### src/rtl/pe_pkg.sv
// Shared types and saturation limits for the systolic processing element.
package pe_pkg;

  typedef enum logic {
    PE_CHAIN = 1'b0,
    PE_LOCAL = 1'b1
  } pe_mode_e;

  typedef enum logic {
    EMPTY = 1'b0,
    ACCUM = 1'b1
  } pe_state_e;

  function automatic longint sat_max(input int unsigned width);
    return (longint'(1) <<< (width - 1)) - 64'sd1;
  endfunction

  function automatic longint sat_min(input int unsigned width);
    return -(longint'(1) <<< (width - 1));
  endfunction

endpackage

### src/rtl/pe_sat_add.sv
// Signed saturating adder; flags any clamp on ovf_o.
module pe_sat_add
  import pe_pkg::*;
#(
  parameter int unsigned WIDTH = 24
) (
  input  logic signed [WIDTH-1:0] a_i,
  input  logic signed [WIDTH-1:0] b_i,
  output logic signed [WIDTH-1:0] sum_o,
  output logic                    ovf_o
);

  localparam logic signed [WIDTH-1:0] MAX_V = WIDTH'(sat_max(WIDTH));
  localparam logic signed [WIDTH-1:0] MIN_V = WIDTH'(sat_min(WIDTH));

  logic [WIDTH:0] wide;

  always_comb begin
    wide  = {a_i[WIDTH-1], a_i} + {b_i[WIDTH-1], b_i};
    sum_o = wide[WIDTH-1:0];
    ovf_o = 1'b0;
    // Top two bits disagree only when the true sum left the representable range.
    if (wide[WIDTH] != wide[WIDTH-1]) begin
      ovf_o = 1'b1;
      sum_o = wide[WIDTH] ? MIN_V : MAX_V;
    end
  end

endmodule

### src/rtl/systolic_pe.sv
// Two-stage multiply-accumulate PE: stage 1 registers the product, stage 2
// either adds the upstream partial sum (CHAIN) or accumulates locally (LOCAL).
module systolic_pe
  import pe_pkg::*;
#(
  parameter int unsigned DATA_WIDTH = 8,
  parameter int unsigned ACC_WIDTH  = 24
) (
  input  logic                         clk,
  input  logic                         rst,
  input  logic                         w_load,
  input  logic signed [DATA_WIDTH-1:0] w_in,
  output logic signed [DATA_WIDTH-1:0] w_out,
  input  logic                         inp_valid_in,
  input  logic signed [DATA_WIDTH-1:0] inp_in,
  output logic                         inp_valid_out,
  output logic signed [DATA_WIDTH-1:0] inp_out,
  input  logic signed [ACC_WIDTH-1:0]  acc_in,
  input  logic                         mode,
  input  logic                         last,
  output logic                         acc_valid_out,
  output logic signed [ACC_WIDTH-1:0]  acc_out,
  output logic                         busy,
  output logic                         ovf
);

  localparam int unsigned PW = 2 * DATA_WIDTH;

  logic signed [DATA_WIDTH-1:0] w_q, inp_q;
  logic                         inp_valid_q;

  logic                         s1_valid_q, s1_last_q;
  pe_mode_e                     s1_mode_q;
  logic signed [PW-1:0]         p_q;
  logic signed [ACC_WIDTH-1:0]  s1_acc_q;

  pe_state_e                    state_q, state_d;
  logic signed [ACC_WIDTH-1:0]  acc_r_q, acc_r_d;
  logic signed [ACC_WIDTH-1:0]  acc_out_q, acc_out_d;
  logic                         acc_valid_q, acc_valid_d;
  logic                         ovf_q, ovf_d;

  logic signed [ACC_WIDTH-1:0]  p_ext, add_b, sum;
  logic                         sum_ovf;

  always_ff @(posedge clk or posedge rst) begin
    if (rst) begin
      w_q         <= '0;
      inp_q       <= '0;
      inp_valid_q <= 1'b0;
      s1_valid_q  <= 1'b0;
      s1_last_q   <= 1'b0;
      s1_mode_q   <= PE_CHAIN;
      p_q         <= '0;
      s1_acc_q    <= '0;
    end else begin
      if (w_load) w_q <= w_in;
      inp_q       <= inp_in;
      inp_valid_q <= inp_valid_in;
      s1_valid_q  <= inp_valid_in;
      s1_last_q   <= last;
      s1_mode_q   <= pe_mode_e'(mode);
      // Uses the pre-load weight when w_load and a sample share an edge.
      p_q         <= PW'(inp_in) * PW'(w_q);
      s1_acc_q    <= acc_in;
    end
  end

  assign p_ext = ACC_WIDTH'(p_q);
  assign add_b = (s1_mode_q == PE_CHAIN) ? s1_acc_q : acc_r_q;

  pe_sat_add #(.WIDTH(ACC_WIDTH)) u_sat_add (
    .a_i   (p_ext),
    .b_i   (add_b),
    .sum_o (sum),
    .ovf_o (sum_ovf)
  );

  always_comb begin
    state_d     = state_q;
    acc_r_d     = acc_r_q;
    acc_out_d   = acc_out_q;
    acc_valid_d = 1'b0;
    ovf_d       = ovf_q;
    if (s1_valid_q) begin
      ovf_d = ovf_q | sum_ovf;
      if (s1_mode_q == PE_CHAIN) begin
        acc_out_d   = sum;
        acc_valid_d = 1'b1;
      end else if (s1_last_q) begin
        acc_out_d   = sum;
        acc_valid_d = 1'b1;
        acc_r_d     = '0;
        state_d     = EMPTY;
      end else begin
        acc_r_d = sum;
        state_d = ACCUM;
      end
    end
  end

  always_ff @(posedge clk or posedge rst) begin
    if (rst) begin
      state_q     <= EMPTY;
      acc_r_q     <= '0;
      acc_out_q   <= '0;
      acc_valid_q <= 1'b0;
      ovf_q       <= 1'b0;
    end else begin
      state_q     <= state_d;
      acc_r_q     <= acc_r_d;
      acc_out_q   <= acc_out_d;
      acc_valid_q <= acc_valid_d;
      ovf_q       <= ovf_d;
    end
  end

  assign w_out         = w_q;
  assign inp_out       = inp_q;
  assign inp_valid_out = inp_valid_q;
  assign acc_out       = acc_out_q;
  assign acc_valid_out = acc_valid_q;
  assign busy          = (state_q == ACCUM);
  assign ovf           = ovf_q;

endmodule

### config.mk
export PLATFORM = sky130hd
export DESIGN_NAME = systolic_pe
export DESIGN_NICKNAME = d
export VERILOG_FILES = /design/src/rtl/pe_pkg.sv /design/src/rtl/pe_sat_add.sv /design/src/rtl/systolic_pe.sv
export SDC_FILE = /design/constraint.sdc
export NUM_CORES = 1
export LEC_CHECK = 0
export CORE_ASPECT_RATIO = 0.5
export CORE_UTILIZATION = 50
export CTS_CLUSTER_DIAMETER = 50
export CTS_CLUSTER_SIZE = 20
export DETAILED_ROUTE_END_ITERATION = 8
export GPL_TIMING_DRIVEN = 0
export PLACE_DENSITY = 0.69
export SETUP_SLACK_MARGIN = 0.02
export SLEW_MARGIN = 20
export SYNTH_ARGS = -nofsm -noshare
export SYNTH_HDL_FRONTEND = slang
export SYNTH_HIERARCHICAL = 1
export SYNTH_SLANG_ARGS = --single-unit
### constraint.sdc
create_clock -name clk -period 13.28 [get_ports clk]
set_input_delay 2.656 -clock clk [delete_from_list [all_inputs] [get_ports clk]]
set_output_delay 2.656 -clock clk [all_outputs]
set_load 0.01 [all_outputs]
==> results of run 1 <==
[critical path: cells and delay by family]
family	cells	cell delay, ps
buffers and inverters	5	810
AO/OA/AOI/OAI	2	440
adder cells (fa/ha/maj)	5	2360
AND/OR/NAND/NOR	4	890
[power breakdown]
part	internal [mW]	switching, mW
logic	0.742	1.04
clock network	0.133	0.123
registers	0.441	0.0607
total	1.32	1.22
[routing by layer]
layer | GRT usage (%) | up-vias
met3 | 4.48 | 12
li1 | - | 3055
met1 | 34.5 | 3128
met2 | 37.6 | 150
met5 | 0 | -
met4 | 4.69 | 0
[cell usage in the layout (no fill, tap or decap), types with 3 or more instances in the layout]
master,instances
a22o_1,24
and4_1,4
nor3_1,16
xnor2_1,16
buf_2,7
a21boi_0,3
o22ai_1,3
nand2b_1,5
dfrtp_1,110
nor2_1,22
clkdlybuf4s50_1,88
mux2_2,34
nand2_1,116
a311oi_1,3
and2_1,47
a211oi_1,5
a31oi_1,4
a21oi_1,37
clkbuf_16,9
xor2_1,11
o21a_1,7
o211ai_1,15
nand3_1,20
inv_1,87
o21ai_0,27
clkbuf_1,20
nor4_1,3
a21o_1,14
nor2b_1,8
ha_1,53
nor3_2,4
or3_1,4
fa_1,56
[through the flow]
| stage | instance area, um^2 | hold slack, ps |
|---|---|---|
| floorplan | 8170 | 467 |
| global placement | 9330 | 459 |
| detailed placement | 9360 | 464 |
| CTS | 9640 | 481 |
| global route | 9640 | 503 |
| finish | 9640 | 476 |
[registers in the layout (all words and copies together), names as in the netlist]
name / flops
acc_out: 24
acc_r_q: 24
s1_acc_q: 24
p_q: 16
inp_out: 8
w_out: 8
acc_valid_out: 1
busy: 1
ovf: 1
s1_last_q: 1
s1_mode_q: 1
s1_valid_q: 1
[logic make-up (layout without fill, tap and decap cells)]
kind of cell	count (synthesis)	after routing	synth area share (%)
adder cells (fa/ha/maj)	109	109	21.8
multiplexers	35	35	4.96
AND/OR/NAND/NOR	267	267	16.4
AO/OA/AOI/OAI	171	171	14.8
XOR/XNOR	27	27	2.90
flip-flops	110	110	33.7
buffers and inverters	114	219	5.35
[final cells by class]
type | count | area (um^2)
multi-input cells | 609 | 4980
well taps | 221 | 277
fillers | 1370 | 6060
clock buffers | 12 | 246
flip-flops and latches | 110 | 2750
inverters | 89 | 339
clock inverters | 4 | 32.5
plain buffers | 25 | 103
repair buffers | 89 | 908
[final timing paths]
path	from	end	slack [ps]	cells after the start
max in group asynchronous	rst	s1_acc_q[17]	9900	3
max reg2reg	w_out[2]	p_q[14]	8820	13
min reg2reg	acc_out[16]	acc_out[16]	480	2
min	acc_out[16]	acc_out[16]	480	2
min in group asynchronous	rst	w_out[6]	2740	2
max	inp_in[3]	p_q[13]	6340	16
==> impl_results.md, run 1 <==
- Status: finished, final reports clean
- Max layer used: met4
- Req. time, crit path: 13510 ps
- Fmax: 144 MHz
- Placed cells: 1143
- Met2 WL: 8300 um
- Final critical-path required period: 6940 ps
- Yosys reg bits: 110
- Clock Skew: 12.7 ps
- Area of the mapped netlist: 8170 um^2
- I/O pin cnt: 90
- Gates resized, CTS repair: 0
- Count leader, synth: nand2_1
- Largest net degree at the start of global routing: 65
- Sequential area share after synthesis: 33.7%
- Setup TNS: 0 ps
- Startpoint Class: primary input
- Clock transition at the registers of the reported paths: 70 ps
- CTS Hold Buffers Added: 0
- Slowest CP cell: clkdlybuf4s50_1
- Grt ovf: 0
- Number of max-cap violations: 0
- Horiz. Die Dim: 183 um
- First-pass DRT Iterations: 5
- Antenna violations before repair: 0
- Crit Path Max Fanout: 9
- Dpl ws: 5970 ps
- Gate Count Post-Synth: 833
- Vias in the first global route: 6313
- Num rows: 32
- Post-DP HPWL: 14700 um
- Power Density: 263 nW/um^2
- Kind of critical path: in -> reg
- Synth cell count leaders: nand2_1 (116), dfrtp_1 (110), inv_1 (88), fa_1 (56), ha_1 (53)
- Metal3 WL: 893 um
- Post-CTS Setup Inserts: 0
- CP peak stage delay: 610 ps
- DRT iter0 DRCs: 369
- Final wirelength: 18600 um
- Core ar.: 15700 um^2
- Syn_nets: 988
- Top cell type by total area after synthesis: dfrtp_1
- Arrival time at the worst endpoint: 7170 ps
- Port bufs: 88
- Post-synth EDFFs: 0
- Peak supply drop: 119 uV
- Predominant post-synthesis flop cell: dfrtp_1
- Initial Util: 52.0%
- Via/cell ratio: 5.47
- Wire per inst: 16.1 um
- Die Height: 92.4 um
- Final Core Density: 61.4%
- Area Growth Syn to Fin: 18.0%
- Final non-filler cell total: 1159
- Clk root buf: clkbuf_16
- Worst-margin pin slew: 673 ps
- Async S/R FF share, synth: 100%
- Antenna cells: 0
- Clock Latency Late Sink: 360 ps
- Max Slew Vio Count: 0
- CTS max path bufs: 2
- CTS sink cnt: 110
- Metal-1 WL: 9280 um
- Drt drc: 0
- Synth unique cells: 69
- Slew headroom: 55.0%
- Clock buffer count from CTS: 9
- NumNets Final: 1088
- Setup violators final: 0
- Final Worst Setup Slack: 6340 ps
- Hold WC Path Type: reg -> reg
- H-tree Lvls: 3
- Die area: 16900 um^2
- Final period util: 52.2%
- Via count: 6345
- First-pass GRT wire length: 31400 um
- Yosys warns: 6
- Pleak: 4.44 nW
- Critical path endpoint category: register
- Pwr Total: 2.54 mW
- Crit-path cells: clkdlybuf4s50_1 > and2_1 > fa_1 > inv_1 > fa_1 > inv_1 > fa_1 > inv_1 > fa_1 > inv_1 > ha_1 > nand2_1 > or3_4 > a21o_1 > and3_1 > a211o_1
- RSZ-0062 raised after global routing: false
- Avg Cell Area, Syn: 9.81 um^2
- GRT Total Usage: 23.8%
- Final hold vios: 0
- Synth top area cells: dfrtp_1 (34%), fa_1 (14%), ha_1 (8.1%)
- Routability cong.: 0.923
- Layout cells sized above 1: 8.42%
- Yosys top cell area share: 33.7%
- CTS tree: done
- Post-DRT Antenna Nets: 0
(Power assumes the default switching activity.)
==> inputs of run 2 (changes only) <==
PLACE_DENSITY = 0.72   (was 0.69)
clock period = 6.3 ns   (was 13.28 ns; I/O delays follow)
==> impl_results.md, run 2 (synthesis results as in run 1) <==
- Drt drc: 0 (unchanged)
- Final period util: 88.3%
- Post-CTS Setup Inserts: 0 (unchanged)
- Req. time, crit path: 6540 ps (-6970 ps)
- Largest net degree at the start of global routing: 64 (-1.5%)
- Clk root buf: clkbuf_16
- CTS max path bufs: 2 (unchanged)
- Max Slew Vio Count: 0 (unchanged)
- Pleak: 4.45 nW (+0.13%)
- Routability cong.: 0.918 (-0.61%)
- Met2 WL: 8350 um (+0.55%)
- Port bufs: 88 (unchanged)
- H-tree Lvls: 3 (unchanged)
- Via/cell ratio: 5.51 (+0.59%)
- First-pass DRT Iterations: 5 (unchanged)
- Clock Skew: 9.64 ps (-3.03 ps)
- CTS tree: done
- Setup violators final: 0 (unchanged)
- Status: finished, final reports clean
- Final hold vios: 0 (unchanged)
- Crit Path Max Fanout: 9 (unchanged)
- Metal3 WL: 1010 um (+13%)
- Post-DRT Antenna Nets: 0 (unchanged)
- Die area: 16900 um^2 (unchanged)
- Final wirelength: 18700 um (+0.59%)
- GRT Total Usage: 24.4% (+0.55 points)
- Most frequent cells in the layout: nand2_1 (116), dfrtp_1 (110), clkdlybuf4s50_1 (88)
- Hold WC Path Type: reg -> reg
- Final Worst Setup Slack: 738 ps (-5610 ps)
- Dpl ws: 411 ps (-5560 ps)
- NumNets Final: 1088 (unchanged)
- Peak supply drop: 231 uV (+95%)
- Kind of critical path: in -> reg
- Critical path endpoint category: register
- Setup TNS: 0 ps (unchanged)
- Number of max-cap violations: 0 (unchanged)
- RSZ-0062 raised after global routing: false
- Post-DP HPWL: 14700 um (+0.49%)
- Clock transition at the registers of the reported paths: 70 ps (about the same)
- Power Density: 559 nW/um^2 (+110%)
- Final critical-path required period: 5560 ps
- Layout cells sized above 1: 8.43% (+0.0090 points)
- CTS sink cnt: 110 (unchanged)
- WHS: 475 ps (-1.70 ps)
- Vias in the first global route: 6535 (+3.5%)
- Horiz. Die Dim: 183 um (unchanged)
- Arrival time at the worst endpoint: 5800 ps (-1370 ps)
- Via count: 6377 (+0.50%)
- Worst-margin pin slew: 675 ps (+1.65 ps)
- Slew headroom: 54.9% (-0.11 points)
- Max layer used: met4
- Grt ovf: 0 (unchanged)
- Antenna cells: 0 (unchanged)
- CTS Hold Buffers Added: 0 (unchanged)
- Clock Latency Late Sink: 360 ps (about the same)
- Num rows: 32 (unchanged)
- Fmax: 180 MHz
- I/O pin cnt: 90 (unchanged)
- Initial Util: 52.0% (unchanged)
- Core ar.: 15700 um^2 (unchanged)
- Startpoint Class: primary input
- DRT iter0 DRCs: 347 (-6.0%)
- Gates resized, CTS repair: 0 (unchanged)
- Commonest non-fill, non-tap cell in the layout: nand2_1
- Area Growth Syn to Fin: 18.1% (about the same)
- Die Height: 92.4 um (unchanged)
- Wire per inst: 16.2 um (+0.68%)
- First-pass GRT wire length: 32500 um (+3.6%)
- Antenna violations before repair: 0 (unchanged)
- Metal-1 WL: 9160 um (-1.3%)
- Final Core Density: 61.5% (about the same)
- Clock buffer count from CTS: 9 (unchanged)
- Pwr Total: 5.39 mW (+110%)
-- run 2: through the flow --
stage,std cells,instance area (um^2)
4_1_cts,1158,9650
6_report,1158,9650
3_5_place_dp,1143,9360
3_3_place_gp,1142,9330
2_1_floorplan,833,8170
5_1_grt,1158,9650
-- run 2: path summary, 6_finish.rpt --
| path | start | to | slack [ps] | cells after the start |
|---|---|---|---|---|
| worst max-delay path | inp_in[3] | p_q[13] | 740 | 16 |
| worst min-delay path | acc_out[15] | acc_out[15] | 470 | 2 |
| worst max register to register | w_out[2] | p_q[14] | 1830 | 13 |
| worst min register to register | acc_out[15] | acc_out[15] | 470 | 2 |
| max in group asynchronous | rst | s1_acc_q[16] | 4310 | 3 |
| min in group asynchronous | rst | w_out[6] | 1350 | 2 |
-- run 2: area by class of cell --
| type | instances | area (um^2) |
|---|---|---|
| repair buffers | 89 | 908 |
| fillers | 1370 | 6050 |
| inverters | 89 | 339 |
| clock inverters | 5 | 58.8 |
| well taps | 221 | 277 |
| flip-flops and latches | 110 | 2750 |
| multi-input cells | 609 | 4980 |
| plain buffers | 25 | 103 |
| clock buffers | 10 | 229 |
-- run 2: power by group --
part	total, mW	switching [mW]	internal (mW)
registers	1.05	0.125	0.929
clock network	0.566	0.259	0.307
logic	3.77	2.20	1.57
-- run 2: critical path, stage by stage --
cell	delay, ps
clkdlybuf4s50_1	610
and2_1	280
fa_1	540
inv_1	50
fa_1	470
inv_1	50
fa_1	530
inv_1	50
fa_1	530
inv_1	40
ha_1	310
nand2_1	80
or3_4	380
a21o_1	210
and3_1	160
a211o_1	230
-- run 2: routing by layer --
layer | vias up | global-route usage (%)
li1 | 3042 | -
met1 | 3139 | 34.3
met2 | 179 | 39.2
met3 | 17 | 4.76
met4 | 0 | 5.04
met5 | - | 0
==> inputs of run 3 (changes only) <==
HOLD_SLACK_MARGIN = 0.05   (was not set)
==> results of run 3 <==
Final layout, timing and power as in run 2 (identical DEF).
